$ cat src/rtl/pong_if.sv
// Raster position, player buttons and game status exchanged with pong_engine.
// master drives raster/buttons and observes status; slave is the game engine.
interface pong_if #(
   parameter int ROW_W   = 11,
   parameter int COL_W   = 11,
   parameter int SCORE_W = 4
);
   logic               start;
   logic               p1_up;
   logic               p1_down;
   logic               p2_up;
   logic               p2_down;
   logic [ROW_W-1:0]   row;
   logic [COL_W-1:0]   col;
   logic               pixel_on;
   logic [SCORE_W-1:0] score1;
   logic [SCORE_W-1:0] score2;
   logic [1:0]         state;
   logic               point_p1;
   logic               point_p2;

   modport master (
      output start, p1_up, p1_down, p2_up, p2_down, row, col,
      input  pixel_on, score1, score2, state, point_p1, point_p2
   );

   modport slave (
      input  start, p1_up, p1_down, p2_up, p2_down, row, col,
      output pixel_on, score1, score2, state, point_p1, point_p2
   );
endinterface

$ cat src/rtl/pong_engine.sv
// Two-paddle pong core: motion, collisions, scoring and serve/win FSM advance once per frame tick.
// pixel_on is registered one cycle behind row/col; buttons add two cycles of synchronisation.
module pong_engine #(
   parameter int ACTIVE_COLS  = 640,
   parameter int ACTIVE_ROWS  = 480,
   parameter int TOTAL_COLS   = 800,
   parameter int TOTAL_ROWS   = 525,
   parameter int BORDER       = 3,
   parameter int PADDLE_X     = 16,
   parameter int PADDLE_W     = 8,
   parameter int PADDLE_H     = 64,
   parameter int BALL_SIZE    = 8,
   parameter int BALL_SPEED   = 2,
   parameter int PADDLE_SPEED = 4,
   parameter int SERVE_FRAMES = 60,
   parameter int WIN_SCORE    = 7,
   parameter int SCORE_W      = 4
) (
   input  logic  clk,
   input  logic  RESET,
   pong_if.slave bus
);
   localparam int ROW_W = $clog2(TOTAL_ROWS) + 1;
   localparam int COL_W = $clog2(TOTAL_COLS) + 1;
   localparam int SW    = ((ROW_W > COL_W) ? ROW_W : COL_W) + 1;
   localparam int CNT_W = $clog2(SERVE_FRAMES + 1);

   typedef logic signed [SW-1:0] coord_t;
   typedef enum logic [1:0] {IDLE = 2'd0, SERVE = 2'd1, PLAY = 2'd2, GAMEOVER = 2'd3} state_t;

   localparam coord_t AROWS     = coord_t'(ACTIVE_ROWS);
   localparam coord_t ACOLS     = coord_t'(ACTIVE_COLS);
   localparam coord_t BRD       = coord_t'(BORDER);
   localparam coord_t BSZ       = coord_t'(BALL_SIZE);
   localparam coord_t BSPD      = coord_t'(BALL_SPEED);
   localparam coord_t PSPD      = coord_t'(PADDLE_SPEED);
   localparam coord_t PH        = coord_t'(PADDLE_H);
   localparam coord_t PX        = coord_t'(PADDLE_X);
   localparam coord_t FACE_L    = coord_t'(PADDLE_X + PADDLE_W);
   localparam coord_t FACE_R    = coord_t'(ACTIVE_COLS - PADDLE_X - PADDLE_W);
   localparam coord_t PAD2_END  = coord_t'(ACTIVE_COLS - PADDLE_X);
   localparam coord_t X_CTR     = coord_t'((ACTIVE_COLS - BALL_SIZE) / 2);
   localparam coord_t Y_CTR     = coord_t'((ACTIVE_ROWS - BALL_SIZE) / 2);
   localparam coord_t BALL_YMAX = coord_t'(ACTIVE_ROWS - BORDER - BALL_SIZE);
   localparam coord_t PAD_YMAX  = coord_t'(ACTIVE_ROWS - BORDER - PADDLE_H);
   localparam coord_t PAD_Y0    = coord_t'((ACTIVE_ROWS - PADDLE_H) / 2);
   localparam coord_t NET_L     = coord_t'(ACTIVE_COLS / 2 - 1);
   localparam coord_t NET_R     = coord_t'(ACTIVE_COLS / 2);

   logic [4:0]         sync1_q, sync2_q;
   logic               start_s, p1u_s, p1d_s, p2u_s, p2d_s, tick;
   state_t             state_q, state_d;
   logic [CNT_W-1:0]   cnt_q, cnt_d;
   coord_t             bx_q, bx_d, by_q, by_d, p1_q, p1_d, p2_q, p2_d;
   logic               dx_q, dx_d, dy_q, dy_d;
   logic [SCORE_W-1:0] s1_q, s1_d, s2_q, s2_d, s1_inc, s2_inc;
   logic               pt1_q, pt1_d, pt2_q, pt2_d, pix_q, pix_d;
   coord_t             nx, ny, r, c;
   logic               hit1, hit2, miss_p1, miss_p2;

   assign {start_s, p1u_s, p1d_s, p2u_s, p2d_s} = sync2_q;
   assign tick = (bus.row == ROW_W'(ACTIVE_ROWS)) && (bus.col == '0);

   function automatic coord_t paddle_next(input coord_t y, input logic up, input logic dn);
      coord_t n;
      n = y;
      if (up && !dn) begin
         n = y - PSPD;
         if (n < BRD) n = BRD;
      end else if (dn && !up) begin
         n = y + PSPD;
         if (n > PAD_YMAX) n = PAD_YMAX;
      end
      return n;
   endfunction

   always_comb begin
      state_d = state_q;
      cnt_d   = cnt_q;
      bx_d    = bx_q;
      by_d    = by_q;
      dx_d    = dx_q;
      dy_d    = dy_q;
      p1_d    = p1_q;
      p2_d    = p2_q;
      s1_d    = s1_q;
      s2_d    = s2_q;
      pt1_d   = 1'b0;
      pt2_d   = 1'b0;
      s1_inc  = s1_q + 1'b1;
      s2_inc  = s2_q + 1'b1;
      nx      = dx_q ? bx_q + BSPD : bx_q - BSPD;
      ny      = dy_q ? by_q + BSPD : by_q - BSPD;
      hit1    = !dx_q && (nx <= FACE_L) && (by_q + BSZ > p1_q) && (by_q < p1_q + PH);
      hit2    = dx_q && (nx + BSZ >= FACE_R) && (by_q + BSZ > p2_q) && (by_q < p2_q + PH);
      miss_p1 = (nx + BSZ > ACOLS);
      miss_p2 = nx[SW-1];
      if (tick) begin
         if (state_q != GAMEOVER) begin
            p1_d = paddle_next(p1_q, p1u_s, p1d_s);
            p2_d = paddle_next(p2_q, p2u_s, p2d_s);
         end
         case (state_q)
            IDLE: begin
               bx_d = X_CTR;
               by_d = Y_CTR;
               s1_d = '0;
               s2_d = '0;
               cnt_d = '0;
               if (start_s) state_d = SERVE;
            end
            SERVE: begin
               bx_d = X_CTR;
               by_d = Y_CTR;
               if (cnt_q == CNT_W'(SERVE_FRAMES - 1)) begin
                  cnt_d   = '0;
                  state_d = PLAY;
               end else begin
                  cnt_d = cnt_q + 1'b1;
               end
            end
            PLAY: begin
               if (hit1) begin
                  bx_d = FACE_L;
                  dx_d = 1'b1;
               end else if (hit2) begin
                  bx_d = FACE_R - BSZ;
                  dx_d = 1'b0;
               end else if (miss_p1 || miss_p2) begin
                  // Serve heads toward the player who conceded; dy survives the point.
                  bx_d = X_CTR;
                  by_d = Y_CTR;
                  dx_d = miss_p1;
                  if (miss_p1) begin
                     s1_d    = s1_inc;
                     pt1_d   = 1'b1;
                     state_d = (s1_inc == SCORE_W'(WIN_SCORE)) ? GAMEOVER : SERVE;
                  end else begin
                     s2_d    = s2_inc;
                     pt2_d   = 1'b1;
                     state_d = (s2_inc == SCORE_W'(WIN_SCORE)) ? GAMEOVER : SERVE;
                  end
               end else begin
                  bx_d = nx;
               end
               if (!(hit1 || hit2) && (miss_p1 || miss_p2)) begin
                  by_d = Y_CTR;
               end else if (ny >= BALL_YMAX) begin
                  by_d = BALL_YMAX;
                  dy_d = 1'b0;
               end else if (ny <= BRD) begin
                  by_d = BRD;
                  dy_d = 1'b1;
               end else begin
                  by_d = ny;
               end
            end
            GAMEOVER: begin
               if (start_s) begin
                  state_d = IDLE;
                  s1_d    = '0;
                  s2_d    = '0;
                  dx_d    = 1'b1;
                  dy_d    = 1'b1;
               end
            end
         endcase
      end
   end

   always_comb begin
      r     = coord_t'(bus.row);
      c     = coord_t'(bus.col);
      pix_d = (r < AROWS) && (c < ACOLS) && (
                 ((c >= bx_q) && (c < bx_q + BSZ) && (r >= by_q) && (r < by_q + BSZ)) ||
                 ((c >= PX) && (c < FACE_L) && (r >= p1_q) && (r < p1_q + PH)) ||
                 ((c >= FACE_R) && (c < PAD2_END) && (r >= p2_q) && (r < p2_q + PH)) ||
                 (r < BRD) || (r >= AROWS - BRD) ||
                 (((c == NET_L) || (c == NET_R)) && !bus.row[3]));
   end

   always_ff @(posedge clk or negedge RESET) begin
      if (!RESET) begin
         sync1_q <= '0;
         sync2_q <= '0;
         state_q <= IDLE;
         cnt_q   <= '0;
         bx_q    <= X_CTR;
         by_q    <= Y_CTR;
         dx_q    <= 1'b1;
         dy_q    <= 1'b1;
         p1_q    <= PAD_Y0;
         p2_q    <= PAD_Y0;
         s1_q    <= '0;
         s2_q    <= '0;
         pt1_q   <= 1'b0;
         pt2_q   <= 1'b0;
         pix_q   <= 1'b0;
      end else begin
         sync1_q <= {bus.start, bus.p1_up, bus.p1_down, bus.p2_up, bus.p2_down};
         sync2_q <= sync1_q;
         state_q <= state_d;
         cnt_q   <= cnt_d;
         bx_q    <= bx_d;
         by_q    <= by_d;
         dx_q    <= dx_d;
         dy_q    <= dy_d;
         p1_q    <= p1_d;
         p2_q    <= p2_d;
         s1_q    <= s1_d;
         s2_q    <= s2_d;
         pt1_q   <= pt1_d;
         pt2_q   <= pt2_d;
         pix_q   <= pix_d;
      end
   end

   assign bus.pixel_on = pix_q;
   assign bus.score1   = s1_q;
   assign bus.score2   = s2_q;
   assign bus.state    = state_q;
   assign bus.point_p1 = pt1_q;
   assign bus.point_p2 = pt2_q;
endmodule
$ cat src/flat_wrapper.sv
// flat-port wrapper written by rule: the top's interface ports become plain ports
module pong_engine_flat 
#(
   parameter int ACTIVE_COLS  = 640,
   parameter int ACTIVE_ROWS  = 480,
   parameter int TOTAL_COLS   = 800,
   parameter int TOTAL_ROWS   = 525,
   parameter int BORDER       = 3,
   parameter int PADDLE_X     = 16,
   parameter int PADDLE_W     = 8,
   parameter int PADDLE_H     = 64,
   parameter int BALL_SIZE    = 8,
   parameter int BALL_SPEED   = 2,
   parameter int PADDLE_SPEED = 4,
   parameter int SERVE_FRAMES = 60,
   parameter int WIN_SCORE    = 7,
   parameter int SCORE_W      = 4
)
  (clk, RESET, bus_start, bus_p1_up, bus_p1_down, bus_p2_up, bus_p2_down, bus_row, bus_col, bus_pixel_on, bus_score1, bus_score2, bus_state, bus_point_p1, bus_point_p2);
  pong_if #(.SCORE_W(SCORE_W)) bus_i ();
  input  logic clk;
  input  logic RESET;
  input wire logic [$bits(bus_i.start)-1:0] bus_start;
  input wire logic [$bits(bus_i.p1_up)-1:0] bus_p1_up;
  input wire logic [$bits(bus_i.p1_down)-1:0] bus_p1_down;
  input wire logic [$bits(bus_i.p2_up)-1:0] bus_p2_up;
  input wire logic [$bits(bus_i.p2_down)-1:0] bus_p2_down;
  input wire logic [$bits(bus_i.row)-1:0] bus_row;
  input wire logic [$bits(bus_i.col)-1:0] bus_col;
  output wire logic [$bits(bus_i.pixel_on)-1:0] bus_pixel_on;
  output wire logic [$bits(bus_i.score1)-1:0] bus_score1;
  output wire logic [$bits(bus_i.score2)-1:0] bus_score2;
  output wire logic [$bits(bus_i.state)-1:0] bus_state;
  output wire logic [$bits(bus_i.point_p1)-1:0] bus_point_p1;
  output wire logic [$bits(bus_i.point_p2)-1:0] bus_point_p2;
  assign bus_i.start = bus_start;
  assign bus_i.p1_up = bus_p1_up;
  assign bus_i.p1_down = bus_p1_down;
  assign bus_i.p2_up = bus_p2_up;
  assign bus_i.p2_down = bus_p2_down;
  assign bus_i.row = bus_row;
  assign bus_i.col = bus_col;
  assign bus_pixel_on = bus_i.pixel_on;
  assign bus_score1 = bus_i.score1;
  assign bus_score2 = bus_i.score2;
  assign bus_state = bus_i.state;
  assign bus_point_p1 = bus_i.point_p1;
  assign bus_point_p2 = bus_i.point_p2;
  pong_engine #(.ACTIVE_COLS(ACTIVE_COLS), .ACTIVE_ROWS(ACTIVE_ROWS), .TOTAL_COLS(TOTAL_COLS), .TOTAL_ROWS(TOTAL_ROWS), .BORDER(BORDER), .PADDLE_X(PADDLE_X), .PADDLE_W(PADDLE_W), .PADDLE_H(PADDLE_H), .BALL_SIZE(BALL_SIZE), .BALL_SPEED(BALL_SPEED), .PADDLE_SPEED(PADDLE_SPEED), .SERVE_FRAMES(SERVE_FRAMES), .WIN_SCORE(WIN_SCORE), .SCORE_W(SCORE_W)) u_core (.clk(clk), .RESET(RESET), .bus(bus_i));
endmodule
$ cat config.mk
export PLATFORM = sky130hd
export DESIGN_NAME = pong_engine_flat
export DESIGN_NICKNAME = d
export VERILOG_FILES = /design/src/rtl/pong_if.sv /design/src/rtl/pong_engine.sv /design/src/flat_wrapper.sv
export SDC_FILE = /design/constraint.sdc
export NUM_CORES = 1
export LEC_CHECK = 0
export BUFFER_PORTS_ARGS = -buffer_cell sky130_fd_sc_hd__buf_2
export CAP_MARGIN = 0
export CORE_MARGIN = 2
export CORE_UTILIZATION = 60
export CTS_CLUSTER_DIAMETER = 30
export DETAILED_ROUTE_END_ITERATION = 7
export PLACE_DENSITY = 0.88
export REMOVE_ABC_BUFFERS = 1
export SETUP_SLACK_MARGIN = 0.02
export SYNTH_ARGS = -nofsm -noshare
export SYNTH_HDL_FRONTEND = slang
export SYNTH_SLANG_ARGS = --single-unit
$ cat constraint.sdc
create_clock -name clk -period 6.1 [get_ports clk]
set_clock_uncertainty 0.2 [all_clocks]
set_input_delay 1.22 -clock clk [delete_from_list [all_inputs] [get_ports clk]]
set_output_delay 1.22 -clock clk [all_outputs]
set_load 0.02 [all_outputs]
; After elaboration in Yosys (flattened, before gate mapping)
; Cells that the tools add are included.
[word_totals]
regBits = 79
elab_cells = 200
[op_classes]
addsub = 16
n_lt_le_gt_ge = 29
eq_ne = 21
mux = 62
n_reduce_logical = 57
[ops]
columns = cell, n
row1 = two-way mux 12 bit, 16
row2 = less-than comparator 12 bit, 6
row3 = >= comparator 12 bit, 4
row4 = one-hot mux 12 bit (2 select lines), 2
row5 = "adder 12 x 5 -> 12 bit, second input constant", 3
row6 = two-way mux 4 bit, 9
row7 = "adder 12 x 3 -> 12 bit, second input constant", 2
row8 = "adder 12 x 4 -> 12 bit, second input constant", 2
row9 = "adder 12 x 8 -> 12 bit, second input constant", 2
row10 = "greater-than comparator 12 x 10 -> 1 bit, second input constant", 2
row11 = greater-than comparator 12 bit, 2
row12 = logical AND 1 bit, 24
row13 = "less-than comparator 12 x 3 -> 1 bit, second input constant", 2
row14 = one-hot mux 4 bit (3 select lines), 2
row15 = "subtractor 12 x 3 -> 12 bit, second input constant", 2
row16 = "subtractor 12 x 4 -> 12 bit, second input constant", 2
row17 = "== test 11 x 10 -> 1 bit, second input constant", 2
row18 = "less-than comparator 11 x 10 -> 1 bit, second input constant", 2
row19 = AND reduction 7 bit, 3
row20 = two-way mux 1 bit, 19
row21 = two-way mux 2 bit, 9
row22 = ">= comparator 12 x 10 -> 1 bit, second input constant", 1
row23 = ">= comparator 12 x 11 -> 1 bit, second input constant", 1
row24 = "greater-than comparator 12 x 11 -> 1 bit, second input constant", 1
row25 = 34 further kinds, 65

; Longest topological paths before layout
; Gate-level depths: netlist of the first run.
[depth]
ltp_word = 12
mapped_depth = 17

; Worst setup path before layout of the first run
; No wires, ideal clock.
[synth_path]
kind = reg2reg
start = register u_core.dx_q
end = register u_core.s1_q[3], in the netlist u_core.bus.score1[3]
setup_ns = 0.118
arrival_ns = 3.922
slack_ns = 1.860
path_stages_with_launch = 16
n_path_buf = 0
path_cell_list = dfstp_2 inv_1 ha_1 a211oi_2 o21a_1 ha_1 nand2b_1 mux2i_2 nand4_4 or3b_4 xnor2_2 nor4_4 a211oi_4 o21ai_2 a211o_1 a21o_1
[synth_via]
elab_chain_len = 8
[synth_lines]
columns = item, line_no
row1 = "start, declared", pong_engine.sv:55  ; logic dx_q, dx_d, dy_q, dy_d;
row2 = "start signal, assigned", pong_engine.sv:190  ; dx_q <= 1'b1;
row3 = "start signal, assigned", pong_engine.sv:206  ; dx_q <= dx_d;
row4 = two-way mux 12 bit, pong_engine.sv:92  ; nx = dx_q ? bx_q + BSPD : bx_q - BSPD;
row5 = adder 12 x 5 -> 12 bit, "pong_engine.sv:95, pong_engine.sv:96"
row6 = >= comparator 12 x 11 -> 1 bit, pong_engine.sv:95  ; hit2 = dx_q && (nx + BSZ >= FACE_R) && (by_q + BSZ > p2_q) && (by_q < p2_q + PH);
row7 = logical AND 1 bit (3 in series), pong_engine.sv:95
row8 = inequality test 2 bit (no line), --
row9 = AND reduction 7 bit (no line) *, --
row10 = "end signal, assigned", pong_engine.sv:194  ; s1_q <= '0;
row11 = "end signal, assigned", pong_engine.sv:210  ; s1_q <= s1_d;
row12 = "end, declared", pong_engine.sv:56  ; logic [SCORE_W-1:0] s1_q, s1_d, s2_q, s2_d, s1_inc, s2_inc;
; Mark *: on every way between the ends. The rest lies on a longest branch, timed or not.
; A chain may end at the register's enable or synchronous reset.

; Worst setup path in the final report of the first run
[layout_path]
start = register u_core.dx_q
end = register u_core.by_q[7]
[layout_via]
elab_chain_len = 11
[layout_lines]
columns = item, line_no
row1 = two-way mux 12 bit, pong_engine.sv:92
row2 = adder 12 x 5 -> 12 bit, "pong_engine.sv:95, pong_engine.sv:96"
row3 = >= comparator 12 x 11 -> 1 bit, pong_engine.sv:95
row4 = logical AND 1 bit (3 in series), pong_engine.sv:95
row5 = logical OR 1 bit, pong_engine.sv:146  ; if (!(hit1 || hit2) && (miss_p1 || miss_p2)) begin
row6 = logical NOT 1 bit, pong_engine.sv:146
row7 = logical AND 1 bit *, pong_engine.sv:146
row8 = two-way mux 12 bit *, pong_engine.sv:146
row9 = one-hot mux 12 bit (2 select lines) *, pong_engine.sv:103  ; case (state_q)
row10 = "end signal, assigned", pong_engine.sv:205  ; by_q <= by_d;
row11 = "end, declared", pong_engine.sv:54  ; coord_t bx_q, bx_d, by_q, by_d, p1_q, p1_d, p2_q, p2_d;
; Marks and branches as above.

==> key figures, run 1 <==
GRT
  – Antenna violations before repair: 0
  – First-pass GRT wire length: between 30,000 and 40,000 um
  – Gr usage total: 30.2%
  – Grt ovf: 0
  – Largest net degree at the start of global routing: a little under 80
  – Vias in the first global route: between 8,000 and 9,000

STA
  – Relative slew slack: 33.3%
  – Final setup fails: 0
  – Setup_tns: 0 ns
  – Slew @ Worst Pin: 1.00 ns
  – Final period demand of the worst path: ~4.9 ns
  – Final slew viol count: 0
  – Setup slack after layout: between 1 and 1.5 ns
  – Final hold vios: 0
  – Final period utilization: about 80%
  – Highest clock rate: 0.205 GHz
  – RSZ-0062 raised after global routing: no

Floorplanning
  – FP Rows: 44
  – Core ar.: roughly 0.015 mm2
  – Initial core utilization: between 60% and 70%
  – Die width: about 130 um
  – Ports: 42
  – Die ar.: ~0.016 mm2
  – Die height: between 100 and 150 um

CTS
  – CTS root buf: clkbuf_16
  – Max Buffers Root-to-Sink: 2
  – Clk sinks: 78
  – H-tree depth: 3
  – Postcts setup bufs: 0
  – Register clock-pin slew on the reported worst setup and hold paths: 0.07 ns
  – Clk_lat worst skew: 0.35 ns
  – Post-CTS Resized: 0
  – CTS Buf Count: 9
  – CTS tree: yes
  – Cts hold-fix bufs: 0

Route
  – WL per Instance: roughly 18 um
  – Total Wirelength: roughly 24,000 um
  – Residual DRC count: 0
  – Via/cell ratio: 6.61
  – DRT antenna net count: 0
  – Initial DRC count: 825
  – Vias: roughly 8,600
  – DR pass1 iterations: 5

Cells and area
  – Finished Layout Cells: 1,302
  – # diodes: 0
  – Area of the multi-input gates: between 0.006 and 0.007 mm2
  – Fillers: 1,210
  – Most frequent cells in the layout: ha_1, o21ai_0, inv_1
  – Final nets: about 1,300
  – Storage element area: between 0.0015 and 0.002 mm2
  – Layout cell share with drive strength beyond 1: a little under 10%
  – Commonest non-fill, non-tap cell in the layout: ha_1
  – Area delta synth->final: 7.21%
  – Utilization after layout: 65.8%

Synthesis
  – Synth Flop Type: dfrtp_1
  – Library cells used by synthesis: 89
  – Number of cells produced by synthesis: about 1,100
  – Post-synth EDFFs: 0
  – Fraction of registers with async set/reset: between 90% and 100%
  – Ys Warns: 0
  – Yosys top cell area share: roughly 21%
  – Synth Cell Area: around 0.0089 mm2
  – Synth area leader: ha_1
  – Sequential area share after synthesis: about 22%
  – #FFs+latches synth: 78
  – Area contributors post-synth: ha_1, dfrtp_1, dfstp_2
  – Synth Area per Inst: roughly 8.2 um2

Pwr
  – Power Total: between 1 and 1.5 mW
  – Power Density: between 100 and 150 mW/mm2
  – Peak supply drop: 0.145 mV
  – LEAKAGE: 4.27 nW

Placed design
  – Routability Congestion: 1.00
  – HPWL after DPL: approximately 18,000 um
  – Placed cell count: ~1,300
  – Pre-CTS setup slack: around 1.3 ns
  – Input/output buffers: 41

Worst setup path
  – Critical path class: reg -> reg
  – Crit path cell chain: inv_1, ha_1, a211oi_2, o21a_1, ha_1, nand2b_1, mux2i_2, nand4_4, or3b_4, xnor2_2, nor4_4, a211oi_4, a2111oi_2, a22oi_1
  – Worst-path fanout max: 11
  – Critical path's slowest cell: dfstp_2
  – CP required: between 6 and 7 ns
  – Worst setup SP type: flop
  – Most frequent cell on the critical path: ha_1
  – Critical path endpoint category: flop
  – Critical path arrival: between 4 and 5 ns
  – Worst path max stage delay: roughly 0.59 ns

Worst hold path
  – HP Class: reg -> reg

Run status
  – Status: finished clean

Run
  – Max Cap Violations: 0
## cells in the mapped netlist (all sizes together) (5+ instances only)
library cell and number:
nor2b 16, or4 5, nor4 13, nand3 45, a221o 5, inv 81, ha 153, and2 10
nand2 69, clkbuf 20, o211ai 11, o21a 25, xnor2 47, dfstp 18, a21o 11, a21oi 81
or2 5, a22oi 11, or3 7, nor3 34, o21bai 6, o21ai 93, nor2 80, o22ai 7
nand2b 16, a2111oi 6, o31ai 13, a211oi 14, nand4 21, a31oi 13, and3 14, dfrtp 60
xor2 9
## cell families after synthesis
family,count (synthesis),share of synthesized area (%)
adder cells (fa/ha/maj),156,22.0
AND/OR/NAND/NOR,352,20.7
XOR/XNOR,56,5.67
buffers and inverters,105,4.57
multiplexers,3,0.379
AO/OA/AOI/OAI,334,24.5
flip-flops,78,22.1
## metrics by stage
stage	cell area [um2]	hold slack, ns
after global routing	9570	0.155
after CTS	9570	0.149
after global placement	9260	0.133
final	9570	0.148
after floorplan	8820	0.131
after detailed placement	9260	0.135
## registers in the layout (all words and copies together) (netlist names), 5 cells and up
register and cells:
u_core.cnt_q 6, u_core.bx_q 11, u_core.sync1_q 5, u_core.by_q 12, u_core.p1_q 12, u_core.p2_q 12, u_core.sync2_q 5
## path summary, 6_finish.rpt
kind	startpoint	end	slack [ns]	depth (start not counted)
setup / recovery	u_core.dx_q	u_core.by_q[7]	1.23	14
hold / removal	u_core.sync1_q[3]	u_core.sync2_q[3]	0.15	0
setup reg to reg	u_core.dx_q	u_core.by_q[7]	1.23	14
hold reg to reg	u_core.sync1_q[3]	u_core.sync2_q[3]	0.15	0
max in group asynchronous	RESET	u_core.by_q[10]	4.21	1
min in group asynchronous	RESET	u_core.p1_q[10]	0.79	1
## critical path: cells and delay by family (launching register included)
family	cells	cell delay, ns
AOI/OAI and AO/OA	5	1.53
xor gates and xnor gates	1	0.16
adders and majority gates	2	0.67
buffers and inverters	1	0.22
DFF	1	0.59
muxes	1	0.35
and+or+nand+nor	4	1.05
## per-layer routing
metal  track usage [%]  share of wire, %
met5                 0                 0
met2              48.8                47
met3              4.59               7.8
met1              40.5                43
met4              12.7               2.7
## cell type report
class                           instances  share of cell area, %
Multi-Input combinational cell        901                   68.4
Inverter                               81                   3.18
Tap cell                              184                   2.41
Timing Repair Buffer                   42                   2.25
Sequential cell                        78                   20.6
Clock inverter                          4                  0.576
Clock buffer                           12                   2.58
## report_power, final
| part | internal, mW | total (mW) | leakage (nW) | switching [mW] |
|---|---|---|---|---|
| Combinational | 0.0351 | 0.0981 | 3.17 | 0.0630 |
| Sequential | 0.521 | 0.522 | 0.956 | 0.000862 |
| Clock | 0.332 | 0.560 | 0.144 | 0.228 |
Note: power is estimated with default switching activity, not from simulation.
==> run 2, diff against run 1 <==
Clock period 6.1 ns to 4.7 ns, I/O delays scaled along.
==> run 2 against run 1 <==
  * Flip-flop and latch count is the same
  * Via count grew 2.1%
  * Non-clock buffer count grew 14
==> key figures, run 2 (synthesized netlist as in run 1, its figures left out) <==
Worst setup path
  – Critical path class: reg -> reg (unchanged)
  – Worst setup SP type: flop (unchanged)
  – Critical path arrival: 4.49 ns (was 4.93 ns)
  – R2R Setup Slk: 0.26 ns (was 1.23 ns)
  – Critical path endpoint category: flop (unchanged)
  – CP required: 4.75 ns (was 6.16 ns)
  – Worst-path fanout max: 8 (was 11)
  – Reg2Reg Depth: 13 (was 14)
  – Critical R2R Launch: u_core.dx_q (unchanged)
  – Reg2Reg Capture Point: u_core.bus.score1[3] (was u_core.by_q[7])

Placed design
  – Input/output buffers: 41 (unchanged)
  – HPWL after DPL: 18,600 um (was 17,900 um)
  – Routability Congestion: 0.992 (was 1.00)
  – Placed cell count: 1,298 (was 1,286)

GRT
  – First-pass GRT wire length: 40,800 um (was 39,700 um)
  – Antenna violations before repair: 0 (unchanged)
  – Vias in the first global route: 8,318 (was 8,078)
  – Gr usage total: 31.3% (was 30.2%)
  – Grt ovf: 0 (unchanged)
  – Largest net degree at the start of global routing: 79 (unchanged)

CTS
  – Clk_lat worst skew: 0.36 ns (was 0.35 ns)
  – CTS Buf Count: 9 (unchanged)
  – Register clock-pin slew on the reported worst setup and hold paths: 0.06 ns (was 0.07 ns)
  – Max Buffers Root-to-Sink: 2 (unchanged)
  – H-tree depth: 3 (unchanged)
  – CTS tree: yes (unchanged)
  – Clk sinks: 78 (unchanged)
  – CTS root buf: clkbuf_16 (unchanged)

Route
  – Via/cell ratio: 6.68 (was 6.61)
  – Total Wirelength: 24,700 um (was 23,700 um)
  – DRT antenna net count: 0 (unchanged)
  – Vias: 8,786 (was 8,603)
  – WL per Instance: 18.8 um (was 18.2 um)
  – Residual DRC count: 0 (unchanged)
  – Initial DRC count: 919 (was 825)
  – DR pass1 iterations: 6 (was 5)

Cells and area
  – # diodes: 0 (unchanged)
  – Most frequent cells in the layout: ha_1, o21ai_0, inv_1 (unchanged)
  – Final nets: 1,311 (was 1,297)
  – Finished Layout Cells: 1,316 (was 1,302)
  – Fillers: 1,183 (was 1,210)
  – Layout cell share with drive strength beyond 1: 11.2% (was 9.66%)
  – Top Registers: u_core.by_q: 12 flops, u_core.p1_q: 12 flops, u_core.p2_q: 12 flops (unchanged)
  – Commonest non-fill, non-tap cell in the layout: ha_1 (unchanged)
  – Area delta synth->final: 8.62% (was 7.21%)

STA
  – Final period demand of the worst path: 4.44 ns (was 4.87 ns)
  – RSZ-0062 raised after global routing: no (unchanged)
  – Setup_tns: 0 ns (unchanged)
  – Final slew viol count: 0 (unchanged)
  – Final period utilization: 94.4% (was 79.9%)
  – Relative slew slack: 31.3% (was 33.3%)
  – Slew @ Worst Pin: 1.03 ns (was 1.00 ns)
  – Final hold vios: 0 (unchanged)
  – Highest clock rate: 0.225 GHz (was 0.205 GHz)
  – Final setup fails: 0 (unchanged)

Worst hold path
  – HP Class: reg -> reg (unchanged)
  – Min-delay src: u_core.sync1_q[1] (was u_core.sync1_q[3])
  – Hold path depth: 0 (unchanged)
  – WHS Endpoint: u_core.sync2_q[1] (was u_core.sync2_q[3])

Floorplanning
  – FP Rows: 44 (unchanged)
  – Core ar.: 0.0145 mm2 (unchanged)
  – Die height: 126 um (unchanged)
  – Die ar.: 0.0159 mm2 (unchanged)
  – Initial core utilization: 61.4% (unchanged)
  – Ports: 42 (unchanged)
  – Die width: 126 um (unchanged)

Pwr
  – Power Total: 1.48 mW (was 1.18 mW)
  – LEAKAGE: 4.34 nW (was 4.27 nW)
  – Power Density: 153 mW/mm2 (was 123 mW/mm2)
  – Peak supply drop: 0.172 mV (was 0.145 mV)

Run status
  – Status: finished clean (unchanged)

Run
  – Max Cap Violations: 0 (unchanged)
run 2: critical path, stage by stage (launching register included):
cell       delay (ns)
dfstp_2          0.59
inv_1            0.13
buf_4            0.19
ha_1             0.39
a2111oi_0        0.37
o21ai_1          0.16
a211o_1          0.42
or4_1            0.56
a21boi_2         0.17
o21ai_2          0.13
a211oi_4         0.43
o21ai_2          0.14
a211o_1          0.28
a21o_1           0.18
run 2: routing by layer:
metal	track usage, %	routed length [um]	up-vias
met1	40.7	10100	4133
met4	16.0	1070	0
met2	50.2	11500	444
met5	0	0	-
met3	5.31	2010	106
li1	-	-	4103
run 2: area by class of cell:
cell class / instances / area (um2) / area share (%)
well taps: 184 / 230 / 2.38
repair buffers: 56 / 320 / 3.30
clock inverters: 6 / 45.0 / 0.465
clock buffers: 10 / 229 / 2.36
inverters: 81 / 304 / 3.14
flip-flops and latches: 78 / 1970 / 20.4
multi-input cells: 901 / 6590 / 68.0
run 2: how the worst max path moves through the flow:
stage                start                   end  slack, ns  cells past startpoint
3_3_place_gp   u_core.dx_q        u_core.by_q[7]       0.29                     15
4_1_cts        u_core.dx_q        u_core.by_q[7]       0.09                     14
6_report       u_core.dx_q  u_core.bus.score1[3]       0.26                     13
3_5_place_dp   u_core.dx_q        u_core.by_q[7]       0.09                     14
2_1_floorplan  u_core.dx_q  u_core.bus.score1[3]       0.46                     15
5_1_grt        u_core.dx_q  u_core.bus.score2[0]       0.02                     14
run 2: power breakdown:
part           total [mW]  switching [mW]  internal [mW]
combinational       0.131          0.0848         0.0464
clock               0.675           0.313          0.362
sequential          0.678         0.00128          0.676
run 2: timing repair:
action                                  CTS  global route
endpoints found under the setup margin    0            27
resized for setup                         0             7
buffers inserted                          0             2
hold buffers                              0             0
run 2: stage by stage:
| stage | util, % | hold WS (ns) | area, um2 | setup WS [ns] |
|---|---|---|---|---|
| global route | 66.7 | 0.157 | 9690 | 0.0217 |
| global placement | 64.4 | 0.132 | 9350 | 0.291 |
| floorplan | - | 0.131 | 8820 | 0.458 |
| CTS | 66.2 | 0.150 | 9630 | 0.0853 |
| finish | 66.7 | 0.148 | 9690 | 0.265 |
| detailed placement | 64.4 | 0.135 | 9350 | 0.0920 |
